===== src/rtl/trace_pkg.sv =====
// Trace entry layout shared by commit_trace_fifo and its bench.
// COMMIT_TRACE_TIMESTAMP_EN adds a cycle timestamp in the entry MSBs.
package trace_pkg;

    localparam int unsigned DATA_W = 32;
    localparam int unsigned ADDR_W = 9;
    localparam int unsigned REG_W  = 5;
    localparam int unsigned TS_W   = 32;

    typedef struct packed {
`ifdef COMMIT_TRACE_TIMESTAMP_EN
        logic [TS_W-1:0]   ts;
`endif
        logic              reg_v;
        logic [REG_W-1:0]  reg_num;
        logic [DATA_W-1:0] reg_data;
        logic              mem_we;
        logic              mem_re;
        logic [ADDR_W-1:0] mem_addr;
        logic [DATA_W-1:0] mem_data;
    } trace_entry_t;

    localparam int unsigned BASE_W = 1 + REG_W + DATA_W + 1 + 1 + ADDR_W + DATA_W;
`ifdef COMMIT_TRACE_TIMESTAMP_EN
    localparam int unsigned ENTRY_W = BASE_W + TS_W;
`else
    localparam int unsigned ENTRY_W = BASE_W;
`endif

    // Bit offsets of each field inside the flat entry, LSB first.
    localparam int unsigned MEM_DATA_LSB = 0;
    localparam int unsigned MEM_ADDR_LSB = MEM_DATA_LSB + DATA_W;
    localparam int unsigned MEM_RE_BIT   = MEM_ADDR_LSB + ADDR_W;
    localparam int unsigned MEM_WE_BIT   = MEM_RE_BIT + 1;
    localparam int unsigned REG_DATA_LSB = MEM_WE_BIT + 1;
    localparam int unsigned REG_NUM_LSB  = REG_DATA_LSB + DATA_W;
    localparam int unsigned REG_V_BIT    = REG_NUM_LSB + REG_W;
    localparam int unsigned TS_LSB       = BASE_W;

endpackage


===== src/rtl/trace_fifo_ram.sv =====
// Entry storage: synchronous write, combinational read by address.
module trace_fifo_ram #(
    parameter int unsigned DEPTH = 16,
    parameter int unsigned WIDTH = 81,
    localparam int unsigned AW   = $clog2(DEPTH)
) (
    input  logic             clk,
    input  logic             we,
    input  logic [AW-1:0]    waddr,
    input  logic [WIDTH-1:0] wdata,
    input  logic [AW-1:0]    raddr,
    output logic [WIDTH-1:0] rdata
);

    logic [WIDTH-1:0] mem [DEPTH];

    always_ff @(posedge clk) begin
        if (we) begin
            mem[waddr] <= wdata;
        end
    end

    assign rdata = mem[raddr];

endmodule


===== src/rtl/commit_trace_fifo.sv =====
// Packs per-cycle core commit events into trace entries and drains them over valid/ready.
// Optional COMMIT_TRACE_TIMESTAMP_EN stamps each entry with a free-running cycle count.
module commit_trace_fifo
    import trace_pkg::*;
#(
    parameter int unsigned DATA_WIDTH     = DATA_W,
    parameter int unsigned ADDR_WIDTH     = ADDR_W,
    parameter int unsigned DEPTH          = 16,
    parameter int unsigned DROP_CNT_WIDTH = 16,
    parameter int unsigned TS_WIDTH       = TS_W
) (
    input  logic                      clk,
    input  logic                      rst,
    input  logic                      RegWriteSignal,
    input  logic [4:0]                RegNum,
    input  logic [DATA_WIDTH-1:0]     RegData,
    input  logic                      WriteEnable,
    input  logic                      ReadEnable,
    input  logic [ADDR_WIDTH-1:0]     Address,
    input  logic [DATA_WIDTH-1:0]     WriteData,
    input  logic [DATA_WIDTH-1:0]     ReadData,
    output logic                      TraceValid,
    input  logic                      TraceReady,
    output logic [ENTRY_W-1:0]        TraceEntry,
    output logic                      Overflow,
    output logic [DROP_CNT_WIDTH-1:0] DropCount,
    output logic [$clog2(DEPTH):0]    Level
);

    localparam int unsigned AW = $clog2(DEPTH);
    localparam int unsigned PW = AW + 1;

    // The entry struct is sized by the package; overrides must agree with it.
    if (DATA_WIDTH != DATA_W || ADDR_WIDTH != ADDR_W || TS_WIDTH != TS_W ||
        DEPTH < 2 || (DEPTH & (DEPTH - 1)) != 0) begin : g_param_check
        $error("commit_trace_fifo: unsupported parameter combination");
    end

    logic [PW-1:0] wr_ptr, rd_ptr, wr_nxt, rd_nxt;
    logic          reg_ev, mem_ev, push, pop, full, empty, push_acc, drop;
    trace_entry_t  new_entry, head_nxt;
    logic [ENTRY_W-1:0] ram_rdata;

`ifdef COMMIT_TRACE_TIMESTAMP_EN
    logic [TS_WIDTH-1:0] ts_cnt;

    always_ff @(posedge clk or negedge rst) begin
        if (!rst) begin
            ts_cnt <= '0;
        end else begin
            ts_cnt <= ts_cnt + TS_WIDTH'(1);
        end
    end
`endif

    assign reg_ev = RegWriteSignal & (RegNum != 5'd0);
    assign mem_ev = WriteEnable | ReadEnable;
    assign push   = reg_ev | mem_ev;

    // Build this cycle's entry; unqualified field groups stay zero.
    always_comb begin
        new_entry = '0;
        if (reg_ev) begin
            new_entry.reg_v    = 1'b1;
            new_entry.reg_num  = RegNum;
            new_entry.reg_data = RegData;
        end
        if (mem_ev) begin
            new_entry.mem_we   = WriteEnable;
            new_entry.mem_re   = ReadEnable;
            new_entry.mem_addr = Address;
            new_entry.mem_data = WriteEnable ? WriteData : ReadData;
        end
`ifdef COMMIT_TRACE_TIMESTAMP_EN
        new_entry.ts = TS_W'(ts_cnt);
`endif
    end

    assign empty    = (wr_ptr == rd_ptr);
    assign full     = (wr_ptr[AW-1:0] == rd_ptr[AW-1:0]) && (wr_ptr[AW] != rd_ptr[AW]);
    assign pop      = ~empty & TraceReady;
    assign push_acc = push & (~full | pop);
    assign drop     = push & full & ~pop;
    assign wr_nxt   = wr_ptr + PW'(push_acc);
    assign rd_nxt   = rd_ptr + PW'(pop);

    trace_fifo_ram #(
        .DEPTH (DEPTH),
        .WIDTH (ENTRY_W)
    ) u_ram (
        .clk   (clk),
        .we    (push_acc),
        .waddr (wr_ptr[AW-1:0]),
        .wdata (new_entry),
        .raddr (rd_nxt[AW-1:0]),
        .rdata (ram_rdata)
    );

    // Next head: the RAM still holds the old slot this cycle, so an entry pushed into an empty FIFO is forwarded.
    always_comb begin
        head_nxt = ram_rdata;
        if (wr_nxt == rd_nxt) begin
            head_nxt = '0;
        end else if (push_acc && (rd_nxt == wr_ptr)) begin
            head_nxt = new_entry;
        end
    end

    always_ff @(posedge clk or negedge rst) begin
        if (!rst) begin
            wr_ptr     <= '0;
            rd_ptr     <= '0;
            TraceValid <= 1'b0;
            TraceEntry <= '0;
            Level      <= '0;
            Overflow   <= 1'b0;
            DropCount  <= '0;
        end else begin
            wr_ptr     <= wr_nxt;
            rd_ptr     <= rd_nxt;
            TraceValid <= (wr_nxt != rd_nxt);
            TraceEntry <= head_nxt;
            Level      <= wr_nxt - rd_nxt;
            if (drop) begin
                Overflow <= 1'b1;
                if (DropCount != '1) begin
                    DropCount <= DropCount + DROP_CNT_WIDTH'(1);
                end
            end
        end
    end

endmodule

===== config.mk =====
export PLATFORM = sky130hd
export DESIGN_NAME = commit_trace_fifo
export DESIGN_NICKNAME = d
export VERILOG_FILES = /design/src/rtl/trace_pkg.sv /design/src/rtl/trace_fifo_ram.sv /design/src/rtl/commit_trace_fifo.sv
export SDC_FILE = /design/constraint.sdc
export NUM_CORES = 2
export LEC_CHECK = 0
export ABC_AREA = 0
export CAP_MARGIN = 30
export CORE_MARGIN = 10
export CORE_UTILIZATION = 25
export DETAILED_ROUTE_END_ITERATION = 10
export GPL_TIMING_DRIVEN = 0
export SKIP_LAST_GASP = 1
export SYNTH_ARGS = -nofsm -noshare
export SYNTH_HDL_FRONTEND = slang
export SYNTH_SLANG_ARGS = --single-unit

===== constraint.sdc =====
create_clock -name clk -period 11 [get_ports clk]
set_input_delay 2.2 -clock clk [delete_from_list [all_inputs] [get_ports clk]]
set_output_delay 2.2 -clock clk [all_outputs]
set_load 0.02 [all_outputs]

==> flow_summary.ini <==
[worst_setup_path]
criticalPathCategory = in -> reg
cp_data_arrival_time_ps = 7780
crit_fanout = 10
startpoint_type = input port
crit_required_ps = 11530
cp-end-kind = flip-flop

[synth]
async_flop_share_pct = 8.09
synth.area.top_cells = edfxtp_1, mux4_2, dfrtp_1
synth_top_family_by_area = multiplexers
synth_xor_area_share_pct = 0.570
synth_flop_cell = edfxtp_1
ys_seq_elements = 1410
syn_nets = 2729
synth-edff-count = 1296
synth_top_area_share_pct = 70.6
synth_top_area_cell = edfxtp_1
yosys.area_share.simple_pct = 2.05
syn_area_um2 = 55100
synth_area_per_cell_um2 = 21.2
synth_fa_ha_area_share_pct = 0.241
ys_types = 44
syn_inst = 2603
ys.warnings.count = 0
yosysSeqAreaShare_pct = 75.8
synth_compound_area_share_pct = 2.14
synthMuxAreaShare_pct = 17.7

[place]
dpl_cell_area_um2 = 62800
hpwl_um = 107000
port_buffers = 218
dp_slack_ps = 2900
gp_congestion = 0.755
dp.cells = 5812

[die]
die_w_um = 490
initial_utilization_pct = 25.1
design.die.area_um2 = 240000
fp.dieH_um = 490
pin_count = 220
num_rows = 172
core_um2 = 220000

[sta]
skew_ps = 23.8
worstMarginPinSlew_ps = 996
rsz0062_at_grt = no
worst_slack_ps = 3750
setup_viol = 0
drv_slew = 0
hold_viol_final = 0
fin_hold_ws_ps = 481
fin_crit_sh_pct = 65.9
fmax_ghz = 0.138
max_slew_margin_pct = 33.2
finalCriticalPeriod_ps = 7250

[clocking]
clk_pin_slew_worst_paths_ps = 60
htreeDepth = 4
clock_path_buffers = 3
clk_latency_ps = 770
post_cts_resized = 0
cts_buffers = 145
cts_hold_buf = 0
root_buffer = clkbuf_16
tritoncts = done
cts.sinks = 1410
cts_setup_buffers = 0

[detailed_routing]
first_iter_violations = 3428
viasPerCell = 4.65
wl_per_cell_um = 25.6
drt_first_pass_iters = 5
ant_nets = 0
routed_wirelength_um = 156000
dr_total_vias = 28303
route.detailed.drc = 0

[finish]
fin_area_um2 = 67500
layoutNonFillerInstCount = 6090
fillCellCount = 21143
drive_gt1_share_pct = 24.0
syn2layout_area_growth_pct = 22.4
fin_nets = 3223

[global_route]
antenna_found_initial = 11
grt_max_degree = 73
grt_pass1_wl_um = 219000
grt_pass1_vias = 28834
grt.overflow.total = 0
track_usage_pct = 12.7

[min_path]
worst_hold_path_type = reg -> reg

[job]
maxCapViolCount = 0

[power_and_ir_drop]
power-per-cell-area_nw_per_um2 = 313
p_leak_nw = 22.2
power_mw = 21.1
peakVddDrop_mv = 0.155

[outcome]
status = finished, final reports clean
[logic make-up after synthesis]
kind of cell	Yosys count
XOR/XNOR	35
AO/OA/AOI/OAI	202
flip-flops	1410
multiplexers	569
adder cells (fa/ha/maj)	10
AND/OR/NAND/NOR	203
buffers and inverters	174
[placed cells by master (no fill, tap or decap), types with 31 or more instances in the layout]
master           count
edfxtp_1          1296
mux4_2             324
mux2i_1            243
clkdlybuf4s50_1    217
clkbuf_16          148
dfrtp_1            114
clkbuf_1            99
nand3_1             93
buf_2               83
a21oi_1             83
o21ai_0             81
buf_6               72
and2_1              38
a22o_1              32
buf_12              31
[Yosys cell counts (3+ instances only)]
library cell	instances
nor2b_1	10
nor3_1	14
mux4_2	324
nand3_1	93
nor2_1	13
buf_4	4
and2_1	38
nor4_1	5
edfxtp_1	1296
buf_6	11
nand2_1	7
buf_2	83
buf_1	9
mux2i_1	243
o21ai_0	81
a22o_1	32
xor2_1	24
nand4_1	4
ha_1	9
a21oi_1	83
clkbuf_1	53
and4_1	3
dfrtp_1	114
or3_1	4
xnor2_1	10
inv_1	11
[routing by layer]
layer | vias to the layer above | part of all wire, % | track usage, %
met1 | 15110 | 43 | 17.4
li1 | 11771 | - | -
met5 | - | 0.013 | 0
met3 | 211 | 7.7 | 2.81
met2 | 1209 | 47 | 20.0
met4 | 2 | 2.7 | 3.81
[per-stage QoR]
stage | util, % | setup TNS [ps]
final | 30.8 | 0
after global routing | 30.7 | 0
after CTS | 30.7 | 0
after detailed placement | 28.6 | 0
after global placement | 27.8 | -5679240
after floorplan | - | 0
[area by class of cell]
| cell class | instances | area, um2 | share of cell area, % |
|---|---|---|---|
| inverter | 12 | 45.0 | 0.0667 |
| clock inverter | 69 | 704 | 1.04 |
| antenna | 3 | 7.51 | 0.0111 |
| multi-input combinational | 1019 | 12600 | 18.7 |
| buffer | 162 | 812 | 1.20 |
| clock buffer | 197 | 3920 | 5.80 |
| tap | 2871 | 3590 | 5.32 |
| sequential | 1410 | 41800 | 61.9 |
| timing repair buffer | 347 | 4030 | 5.97 |
[power by group]
group | leakage, nW | switching, mW | total [mW] | internal (mW)
Clock | 2.23 | 2.09 | 4.86 | 2.77
Combinational | 6.67 | 5.35 | 9.04 | 3.70
Sequential | 13.3 | 0.237 | 7.23 | 6.99
Total | 22.2 | 7.67 | 21.1 | 13.5
[state kept, by name, summed over array words and instances, names as in the netlist]
register,flops
DropCount,16
Level,5
Overflow,1
TraceEntry,81
TraceValid,1
rd_ptr,5
u_ram.mem,1296
wr_ptr,5
[critical path, stage by stage]
cell and delay [ps]:
clkdlybuf4s50_1 470, or3_1 390, o31a_1 410, o2bb2ai_4 550
buf_6 280, inv_2 70, clkbuf_1 350, ha_1 350
ha_1 210, xor2_1 170, ha_1 400, and4_1 210
and2_1 120, buf_2 520, clkbuf_1 780, a21oi_1 300
[worst paths after layout]
check	start	endpoint	slack [ps]	cells after the start
max	RegNum[4]	TraceEntry[49]	3750	16
min	Overflow	Overflow	480	1
max reg2reg	wr_ptr[1]	TraceEntry[49]	4650	16
min reg2reg	Overflow	Overflow	480	1
max in group asynchronous	rst	TraceEntry[45]	8760	2
min in group asynchronous	rst	TraceEntry[0]	1370	1
Note: power is estimated with default switching activity, not from simulation.
